===== src/rtl/up5k_zx_pkg.sv =====
// up5k_zx_pkg: shared state encoding and SPI flash command constants for the ZX ROM loader.
`default_nettype none

package up5k_zx_pkg;

    typedef enum logic [2:0] {
        S_IDLE   = 3'd0,
        S_WAKE   = 3'd1,
        S_CMD    = 3'd2,
        S_DATA   = 3'd3,
        S_WRITE  = 3'd4,
        S_FINISH = 3'd5,
        S_DONE   = 3'd6
    } state_t;

    localparam logic [7:0] FLASH_CMD_READ = 8'h03;
    localparam logic [7:0] FLASH_CMD_WAKE = 8'hAB;
    localparam int         WAKE_WAIT      = 64;

endpackage

`default_nettype wire


===== src/rtl/up5k_zx_rom_loader_spi_byte_xfer.sv =====
// spi_byte_xfer: one-byte full-duplex SPI mode-0 shifter, SCK_DIV clk cycles per sck phase.
`default_nettype none

module spi_byte_xfer #(
    parameter int SCK_DIV = 2
) (
    input  logic       clk,
    input  logic       reset,
    input  logic       go,
    input  logic [7:0] tx_byte,
    output logic [7:0] rx_byte,
    output logic       byte_done,
    output logic       active,
    output logic       sck,
    output logic       mosi,
    input  logic       miso
);

    localparam int DIV_W = (SCK_DIV > 1) ? $clog2(SCK_DIV) : 1;

    logic [DIV_W-1:0] div_cnt;
    logic [2:0]       bit_cnt;
    logic [7:0]       tx_sh;
    logic [7:0]       rx_sh;
    logic             phase_end;

    assign phase_end = active && (div_cnt == DIV_W'(SCK_DIV - 1));
    // Asserted during the final high phase so a new byte can start on the same edge sck falls.
    assign byte_done = phase_end && sck && (bit_cnt == 3'd7);
    assign rx_byte   = rx_sh;

    always_ff @(posedge clk or posedge reset) begin
        if (reset) begin
            active  <= 1'b0;
            sck     <= 1'b0;
            mosi    <= 1'b0;
            div_cnt <= '0;
            bit_cnt <= 3'd0;
            tx_sh   <= 8'h00;
            rx_sh   <= 8'h00;
        end else if (go && (!active || byte_done)) begin
            active  <= 1'b1;
            sck     <= 1'b0;
            mosi    <= tx_byte[7];
            tx_sh   <= {tx_byte[6:0], 1'b0};
            div_cnt <= '0;
            bit_cnt <= 3'd0;
        end else if (active) begin
            if (phase_end) begin
                div_cnt <= '0;
                if (!sck) begin
                    sck   <= 1'b1;
                    rx_sh <= {rx_sh[6:0], miso};
                end else begin
                    sck <= 1'b0;
                    if (bit_cnt == 3'd7) begin
                        active <= 1'b0;
                        mosi   <= 1'b0;
                    end else begin
                        bit_cnt <= bit_cnt + 3'd1;
                        mosi    <= tx_sh[7];
                        tx_sh   <= {tx_sh[6:0], 1'b0};
                    end
                end
            end else begin
                div_cnt <= div_cnt + DIV_W'(1);
            end
        end
    end

endmodule

`default_nettype wire


===== src/rtl/up5k_zx_rom_loader.sv =====
// up5k_zx_rom_loader: copies the ZX ROM image from SPI flash (one READ burst) into the 16-bit ROM store.
// Optional macro ZX_FLASH_WAKE_EN sends a release-from-deep-power-down (0xAB) before the read.
`default_nettype none

import up5k_zx_pkg::*;

module up5k_zx_rom_loader #(
    parameter logic [23:0] FLASH_OFFSET = 24'h100000,
    parameter int          ROM_WORDS    = 8192,
    parameter int          SCK_DIV      = 2
) (
    input  logic        clk,
    input  logic        reset,
    input  logic        start,
    output logic        flash_csn,
    output logic        flash_sck,
    output logic        flash_mosi,
    input  logic        flash_miso,
    output logic        rom_wen,
    output logic [13:0] rom_addr,
    output logic [15:0] rom_wdata,
    output logic        busy,
    output logic        done
);

    localparam logic [13:0] LAST_ADDR = 14'(ROM_WORDS - 1);
    localparam int          FIN_W     = $clog2(SCK_DIV + 1);
    localparam logic [31:0] CMD_FRAME = {FLASH_CMD_READ, FLASH_OFFSET};

    state_t           state;
    logic [2:0]       cmd_idx;
    logic             pair_hi;
    logic [7:0]       lo_byte;
    logic [FIN_W-1:0] fin_cnt;
    logic             go;
    logic             byte_done;
    logic             xfer_active;
    logic [7:0]       tx_byte;
    logic [7:0]       rx_byte;
`ifdef ZX_FLASH_WAKE_EN
    logic             wake_sent;
    logic [6:0]       wait_cnt;
`endif

    spi_byte_xfer #(
        .SCK_DIV (SCK_DIV)
    ) u_xfer (
        .clk       (clk),
        .reset     (reset),
        .go        (go),
        .tx_byte   (tx_byte),
        .rx_byte   (rx_byte),
        .byte_done (byte_done),
        .active    (xfer_active),
        .sck       (flash_sck),
        .mosi      (flash_mosi),
        .miso      (flash_miso)
    );

    // cmd_idx counts bytes already handed to the shifter, so it selects the next byte to send.
    always_comb begin
        tx_byte = 8'h00;
        if (state == S_CMD) begin
            case (cmd_idx)
                3'd0:    tx_byte = CMD_FRAME[31:24];
                3'd1:    tx_byte = CMD_FRAME[23:16];
                3'd2:    tx_byte = CMD_FRAME[15:8];
                3'd3:    tx_byte = CMD_FRAME[7:0];
                default: tx_byte = 8'h00;
            endcase
        end
`ifdef ZX_FLASH_WAKE_EN
        if (state == S_WAKE) tx_byte = FLASH_CMD_WAKE;
`endif
    end

    // Bytes chain back-to-back except after the odd byte of a pair, where WRITE inserts one clk.
    always_comb begin
        go = 1'b0;
        case (state)
            S_CMD:   go = xfer_active ? byte_done : (cmd_idx == 3'd0);
            S_DATA:  go = byte_done && !pair_hi;
            S_WRITE: go = (rom_addr != LAST_ADDR);
`ifdef ZX_FLASH_WAKE_EN
            S_WAKE:  go = !xfer_active && !wake_sent;
`endif
            default: go = 1'b0;
        endcase
    end

    always_ff @(posedge clk or posedge reset) begin
        if (reset) begin
            state     <= S_IDLE;
            flash_csn <= 1'b1;
            rom_wen   <= 1'b0;
            rom_addr  <= 14'd0;
            rom_wdata <= 16'h0000;
            busy      <= 1'b0;
            done      <= 1'b0;
            cmd_idx   <= 3'd0;
            pair_hi   <= 1'b0;
            lo_byte   <= 8'h00;
            fin_cnt   <= '0;
`ifdef ZX_FLASH_WAKE_EN
            wake_sent <= 1'b0;
            wait_cnt  <= 7'd0;
`endif
        end else begin
            case (state)
                S_IDLE: begin
                    if (start && !done) begin
                        busy      <= 1'b1;
                        rom_addr  <= 14'd0;
                        cmd_idx   <= 3'd0;
                        pair_hi   <= 1'b0;
                        flash_csn <= 1'b0;
`ifdef ZX_FLASH_WAKE_EN
                        wake_sent <= 1'b0;
                        state     <= S_WAKE;
`else
                        state     <= S_CMD;
`endif
                    end
                end
`ifdef ZX_FLASH_WAKE_EN
                S_WAKE: begin
                    if (go) wake_sent <= 1'b1;
                    if (byte_done) begin
                        flash_csn <= 1'b1;
                        wait_cnt  <= 7'd0;
                    end else if (flash_csn) begin
                        if (wait_cnt == 7'(WAKE_WAIT - 1)) begin
                            flash_csn <= 1'b0;
                            state     <= S_CMD;
                        end else begin
                            wait_cnt <= wait_cnt + 7'd1;
                        end
                    end
                end
`endif
                S_CMD: begin
                    if (go && cmd_idx != 3'd4) cmd_idx <= cmd_idx + 3'd1;
                    if (byte_done && cmd_idx == 3'd4) state <= S_DATA;
                end
                S_DATA: begin
                    if (byte_done) begin
                        pair_hi <= !pair_hi;
                        if (!pair_hi) begin
                            lo_byte <= rx_byte;
                        end else begin
                            rom_wdata <= {rx_byte, lo_byte};
                            rom_wen   <= 1'b1;
                            state     <= S_WRITE;
                        end
                    end
                end
                S_WRITE: begin
                    rom_wen <= 1'b0;
                    if (rom_addr == LAST_ADDR) begin
                        flash_csn <= 1'b1;
                        fin_cnt   <= '0;
                        state     <= S_FINISH;
                    end else begin
                        rom_addr <= rom_addr + 14'd1;
                        state    <= S_DATA;
                    end
                end
                S_FINISH: begin
                    if (fin_cnt == FIN_W'(SCK_DIV)) begin
                        busy  <= 1'b0;
                        done  <= 1'b1;
                        state <= S_DONE;
                    end else begin
                        fin_cnt <= fin_cnt + FIN_W'(1);
                    end
                end
                S_DONE:  state <= S_DONE;
                default: state <= S_IDLE;
            endcase
        end
    end

endmodule

`default_nettype wire


===== config.mk =====
export PLATFORM = sky130hd
export DESIGN_NAME = up5k_zx_rom_loader
export DESIGN_NICKNAME = d
export VERILOG_FILES = /design/src/rtl/up5k_zx_pkg.sv /design/src/rtl/up5k_zx_rom_loader_spi_byte_xfer.sv /design/src/rtl/up5k_zx_rom_loader.sv
export SDC_FILE = /design/constraint.sdc
export NUM_CORES = 1
export LEC_CHECK = 0
export BUFFER_PORTS_ARGS = -buffer_cell sky130_fd_sc_hd__buf_2
export CORE_MARGIN = 1
export CORE_UTILIZATION = 60
export CTS_BUF_LIST = sky130_fd_sc_hd__clkbuf_4 sky130_fd_sc_hd__clkbuf_8
export DETAILED_ROUTE_END_ITERATION = 6
export PLACE_DENSITY_LB_ADDON = 0.25
export SLEW_MARGIN = 20
export SYNTH_ARGS = -nofsm -noshare
export SYNTH_HDL_FRONTEND = slang
export SYNTH_SLANG_ARGS = --single-unit

===== constraint.sdc =====
create_clock -name clk -period 2.7 [get_ports clk]
set_input_delay 0.27 -clock clk [delete_from_list [all_inputs] [get_ports clk]]
set_output_delay 0.27 -clock clk [all_outputs]
set_load 0.1 [all_outputs]

== Word-level counts from Yosys, hierarchy flattened ==
Index checks and enable logic that the tools add are counted.

* Divide/modulo/power cells: 0
* Magnitude comparators: 0
* Bitwise gates (word level): 3
* Shifts and indexed selects: 0
* Multiply operators: 0
* $add $sub $neg: 5
* Eq/ne operators: 22
* Reduce and logical (&&, ||, !) cells: 38
* Muxes and demuxes: 58

{| class="wikitable"
|+ Operators by type and width
! cell !! count
|-
| $mux 8 || 5
|-
| $mux 3 || 13
|-
| $reduce_and 3->1 || 10
|-
| $mux 14 || 2
|-
| $pmux 14 s2 || 1
|-
| $mux 1 || 25
|-
| $pmux 3 s6 || 1
|-
| $reduce_bool 2->1 || 9
|-
| $eq 3x3->1 const B || 5
|-
| $add 14x1->14 const B || 1
|-
| $eq 14x13->1 const B || 1
|-
| $ne 14x13->1 const B || 1
|-
| $ne 2x2->1 const B || 7
|-
| $pmux 5 s2 || 1
|-
| $logic_and 1x1->1 || 8
|-
| $pmux 1 s2 || 4
|-
| $reduce_and 4->1 || 2
|-
| $add 3x1->3 const B || 2
|-
| $eq 3x2->1 const B || 2
|-
| $logic_not 3->1 || 2
|-
| $ne 2x1->1 const B || 3
|-
| $pmux 3 s2 || 1
|-
| $mux 5 || 1
|-
| $reduce_and 5->1 || 1
|-
| 12 further kinds || 18
|}

* RAM bits: 0
* Flip-flop bits (word level): 74
* Latch bits: 0
* Word-level logic and storage cells: 144
* Memories: 0
* Output and inout port bits: 36
* ROM bits: 0
* Input port bits: 4

== Longest topological paths before layout ==
* Word-level depth: 8
* Depth in mapped cells: 7
* Depth with buffers taken out: 7

== Modules after synthesis ==
From an unflattened synthesis, not the netlist that was laid out.

* Cell total of the unflattened synthesis: 315
* Area total of the unflattened synthesis: 3,608.5 um^2

{| class="wikitable"
|+ Modules (own cells, without submodules)
! module !! cells each !! instances !! area an instance (um^2) !! sequential area each (um^2)
|-
| up5k_zx_rom_loader || 234 || 1 || 2,605.0 || 1,277.5
|-
| spi_byte_xfer || 81 || 1 || 1,003.5 || 550.5
|}

== Least setup slack after synthesis ==
OpenSTA, ideal clock, no wires.

* Path kind: register -> register
* From: register rom_addr[9]
* To: register u_xfer.tx_sh[5]
* Library setup time: 0.082 ns
* Path slack: 0.222 ns
* Arrival: 2.396 ns
* Clock period less this slack: 2.478 ns
* Data required time: 2.618 ns
* Path buffers: 0
* Stages on the path, launching flop included: 6
* Path through: dfrtp_1 nand4_1 o41ai_4 a21oi_2 or3_1 a31oi_1

* Longest elaborated chain between the ends: 5
* Elaborated cells on any way between the ends: 9
* Those cells by class: eq/ne: 2; mux: 2; reduce/logical: 5

{| class="wikitable"
|+ RTL lines
! item !! RTL line !! source
|-
| start, declared || up5k_zx_rom_loader.sv:20 || <nowiki>output logic [13:0] rom_addr,</nowiki>
|-
| start signal, assigned || up5k_zx_rom_loader.sv:164 || <nowiki>rom_addr <= rom_addr + 14'd1;</nowiki>
|-
| $ne 14x13->1 * || up5k_zx_rom_loader.sv:83 || <nowiki>S_WRITE: go = (rom_addr != LAST_ADDR);</nowiki>
|-
| $pmux 1 s3 * || up5k_zx_rom_loader.sv:80 || <nowiki>case (state)</nowiki>
|-
| $logic_and 1x1->1 * || up5k_zx_rom_loader_spi_byte_xfer.sv:41 || <nowiki>end else if (go && (!active || byte_done)) begin</nowiki>
|-
| $ne 2x1->1 (no line) or $reduce_bool 2->1 (tied branches) || n/a ||
|-
| $reduce_and 4->1 (no line) || n/a ||
|-
| end signal, assigned || up5k_zx_rom_loader_spi_byte_xfer.sv:45 || <nowiki>tx_sh <= {tx_byte[6:0], 1'b0};</nowiki>
|-
| end signal, assigned || up5k_zx_rom_loader_spi_byte_xfer.sv:62 || <nowiki>tx_sh <= {tx_sh[6:0], 1'b0};</nowiki>
|-
| end, declared || up5k_zx_rom_loader_spi_byte_xfer.sv:23 || <nowiki>logic [7:0] tx_sh;</nowiki>
|}

Mark *: on every way between the ends. The rest lies on a longest branch, timed or not.
A chain may end at the register's enable or synchronous reset.

== Worst setup path after layout ==
* From: register rom_addr[0]
* To: register u_xfer.tx_sh[5]

The elaborated chain is that of the path after synthesis.

==> qor.csv <==
metric,value,unit
detail_route.drc_violations,0,
timing.critical_path.required,2.97,ns
timing_worst_setup_path_type,flip-flop to flip-flop,
synth_most_common_cell,sky130_fd_sc_hd__dfrtp_1,
grt_max_degree,41,
dr.first_iter.drc_count,203,
layout.filler_cells,384,
fraction_of_layout_instances_using_a_drive_strength_above_1,27.58,%
fp.coreArea,5507,um2
path_delay_family,compound AO/OA/AOI/OAI gates,
htreeDepth,3,
path_cells,ha_1 > nand3b_1 > o41ai_4 > a21oi_2 > or3_1 > a31oi_1,
cells_after_synthesis,313,
rsz0062_at_grt,no,
critPathLaunchType,flip-flop,
numCtsBuffers,9,
reg2reg_slack,0.41,ns
antenna_left,0,
async_reset_ff_share,100.0,%
leakage,0.001920,uW
worst_hold_path_type,input pin to asynchronous set/reset pin,
setup_violations,0,
max_cap_viol_count,0,
min_period,2.292,ns
maxSlewHeadroom,46.12,%
first_global_vias,2419,
antenna_cells_inserted,0,
critical_path.n_buffers_inverters,0,
multi_input_gate_area_in_the_final_layout,1504,um2
cts_hold_repair.buffers,0,
seqCellArea,1828,um2
period_share,84.88,%
cts_repair_resize_count,0,
detailedRoute.firstPassIterationCount,4,
fp.dieW,77.56,um
worst_pin_slew,0.8055,ns
final_max_slew_viol_count,0,
wl_per_cell,15.30,um
run_status,"complete, no violations",
synth_top_cell_area_share,52.59,%
via_per_inst,5.703,
synth.top_cells.by_area,"sky130_fd_sc_hd__dfrtp_1 53%, sky130_fd_sc_hd__mux2_2 9.2%, sky130_fd_sc_hd__nand2_1 3.5%",
gr-usage-all-layers,24.77,%
post_synth_most_frequent_cells,"72 x sky130_fd_sc_hd__dfrtp_1, 32 x sky130_fd_sc_hd__nand2_1, 28 x sky130_fd_sc_hd__mux2_2, 28 x sky130_fd_sc_hd__nor2_1, 13 x sky130_fd_sc_hd__xnor2_1",
dieHeight,77.56,um
netlist-cell-type-count,51,
clock_insertion_delay_worst_skew,0.35,ns
max_freq,436.3,MHz
ctsLongestPathBuffers,2,
path_clk_slew,0.08,ns
tritoncts_clock_tree,yes,
syn_area,3426,um2
fp-row-count,27,
root_buffer_cell,sky130_fd_sc_hd__clkbuf_8,
place.port_buffers,39,
ys_ff_latch,73,
synthesis.nets,324,
layout.cells.non_filler,431,
postCtsSetupBuffers,0,
stage_delay_of_the_slowest_cell_on_the_critical_path,0.68,ns
routed-via-count,2458,
overflow,0,
gpl.final_weighted_congestion,0.7798,
pwr_density_cell,1049,nW/um2
pre_cts_slack,0.4302,ns
clock-skew-final,0.007805,ns
design.die.area,6016,um2
boundaryPins,40,
area_growth,15.23,%
synth-seq-area-share,53.36,%
grt_pass1_wl,11410,um
synthFlopType,sky130_fd_sc_hd__dfrtp_1,
drt_wl_total,6594,um
synth-edff-count,0,
antenna_violations_before_repair,0,
fin_tns_setup,0,ns
synth_warn,0,
post-dp-hpwl,4423,um
synth_area_per_inst,10.95,um2
worstSetupEndpointType,flip-flop,
cts.sink_count,73,
ir_drop,0.6307,mV
critical_path.max_fanout,15,
timing.final.hold_violations,0,
finish.utilization,71.69,%
critPathSlowestCell,sky130_fd_sc_hd__o41ai_4,
post-place-cells,415,
setup_ws,0.4083,ns
initial_utilization,62.21,%
finish.net_count,365,
worst_hold_slack,0.02836,ns
arrival,2.56,ns
synthDominantAreaCellType,sky130_fd_sc_hd__dfrtp_1,
-- flip-flops by register name, indices dropped and copies added, names as in the netlist, 2 cells and up --
| signal | cells |
|---|---|
| lo_byte | 8 |
| u_xfer.bit_cnt | 3 |
| rom_addr | 14 |
| fin_cnt | 2 |
| u_xfer.tx_sh | 7 |
| u_xfer.rx_byte | 8 |
| state | 3 |
| cmd_idx | 3 |
| rom_wdata | 16 |
-- metrics by stage --
step | cell area, um2 | total power [uW]
floorplan | 3426 | 2797
global placement | 3701 | 3040
detailed placement | 3701 | 3096
CTS | 3948 | 4151
global route | 3948 | 4399
finish | 3948 | 4140
-- placed cells by master (no fill, tap or decap), drive strengths merged, types with 11 or more instances in the layout --
master | synthesis | routed
dfrtp | 72 | 72
inv | 11 | 12
mux2 | 33 | 33
nor2 | 28 | 28
o21ai | 13 | 13
buf | 8 | 43
nand2 | 32 | 32
a21oi | 11 | 11
xnor2 | 13 | 13
-- logic make-up after synthesis --
kind of cell | share of synthesized area, %
and+or+nand+nor | 16.65
DFF | 53.36
AOI/OAI and AO/OA | 9.788
muxes | 11.14
buffers and inverters | 2.922
xor gates and xnor gates | 3.579
adders and majority gates | 2.556
-- path summary, 6_finish.rpt --
kind / from / to / cells after the start
setup / recovery: rom_addr[0] / u_xfer.tx_sh[5] / 6
hold / removal: reset / rom_wdata[5] / 2
setup reg to reg: rom_addr[0] / u_xfer.tx_sh[5] / 6
hold reg to reg: rom_wdata[10] / rom_wdata[10] / 1
max in group asynchronous: reset / flash_csn / 3
min in group clk: flash_miso / u_xfer.rx_byte[0] / 2
-- area by class of cell --
| type | count | share of cell area, % |
|---|---|---|
| well taps | 72 | 2.282 |
| flip-flops and latches | 73 | 46.31 |
| repair buffers | 43 | 6.022 |
| clock inverters | 6 | 2.916 |
| inverters | 11 | 1.046 |
| multi-input cells | 216 | 38.10 |
| clock buffers | 10 | 3.328 |
-- routing by layer --
layer | part of all wire, % | vias up | wire length, um | GRT usage (%)
met2 | 48 | 43 | 3137 | 39.65
met1 | 47 | 1217 | 3108 | 33.57
met4 | 1.4 | 0 | 94 | 7.170
li1 | - | 1191 | - | -
met3 | 3.9 | 7 | 254 | 6.118
met5 | 0 | - | 0 | 0
-- where the power goes --
| part | leakage [uW] | internal (uW) | switching [uW] |
|---|---|---|---|
| logic | 0.000841 | 545 | 880 |
| clock network | 0.000121 | 629 | 425 |
| registers | 0.000959 | 1350 | 306 |
| total | 0.00192 | 2530 | 1610 |
-- worst reg2reg max path: stages, from the launching register on --
cell and delay (ns):
sky130_fd_sc_hd__dfrtp_1 0.42, sky130_fd_sc_hd__ha_1 0.21, sky130_fd_sc_hd__nand3b_1 0.15, sky130_fd_sc_hd__o41ai_4 0.68, sky130_fd_sc_hd__a21oi_2 0.19, sky130_fd_sc_hd__or3_1 0.39, sky130_fd_sc_hd__a31oi_1 0.17
Note: power is estimated with default switching activity, not from simulation.
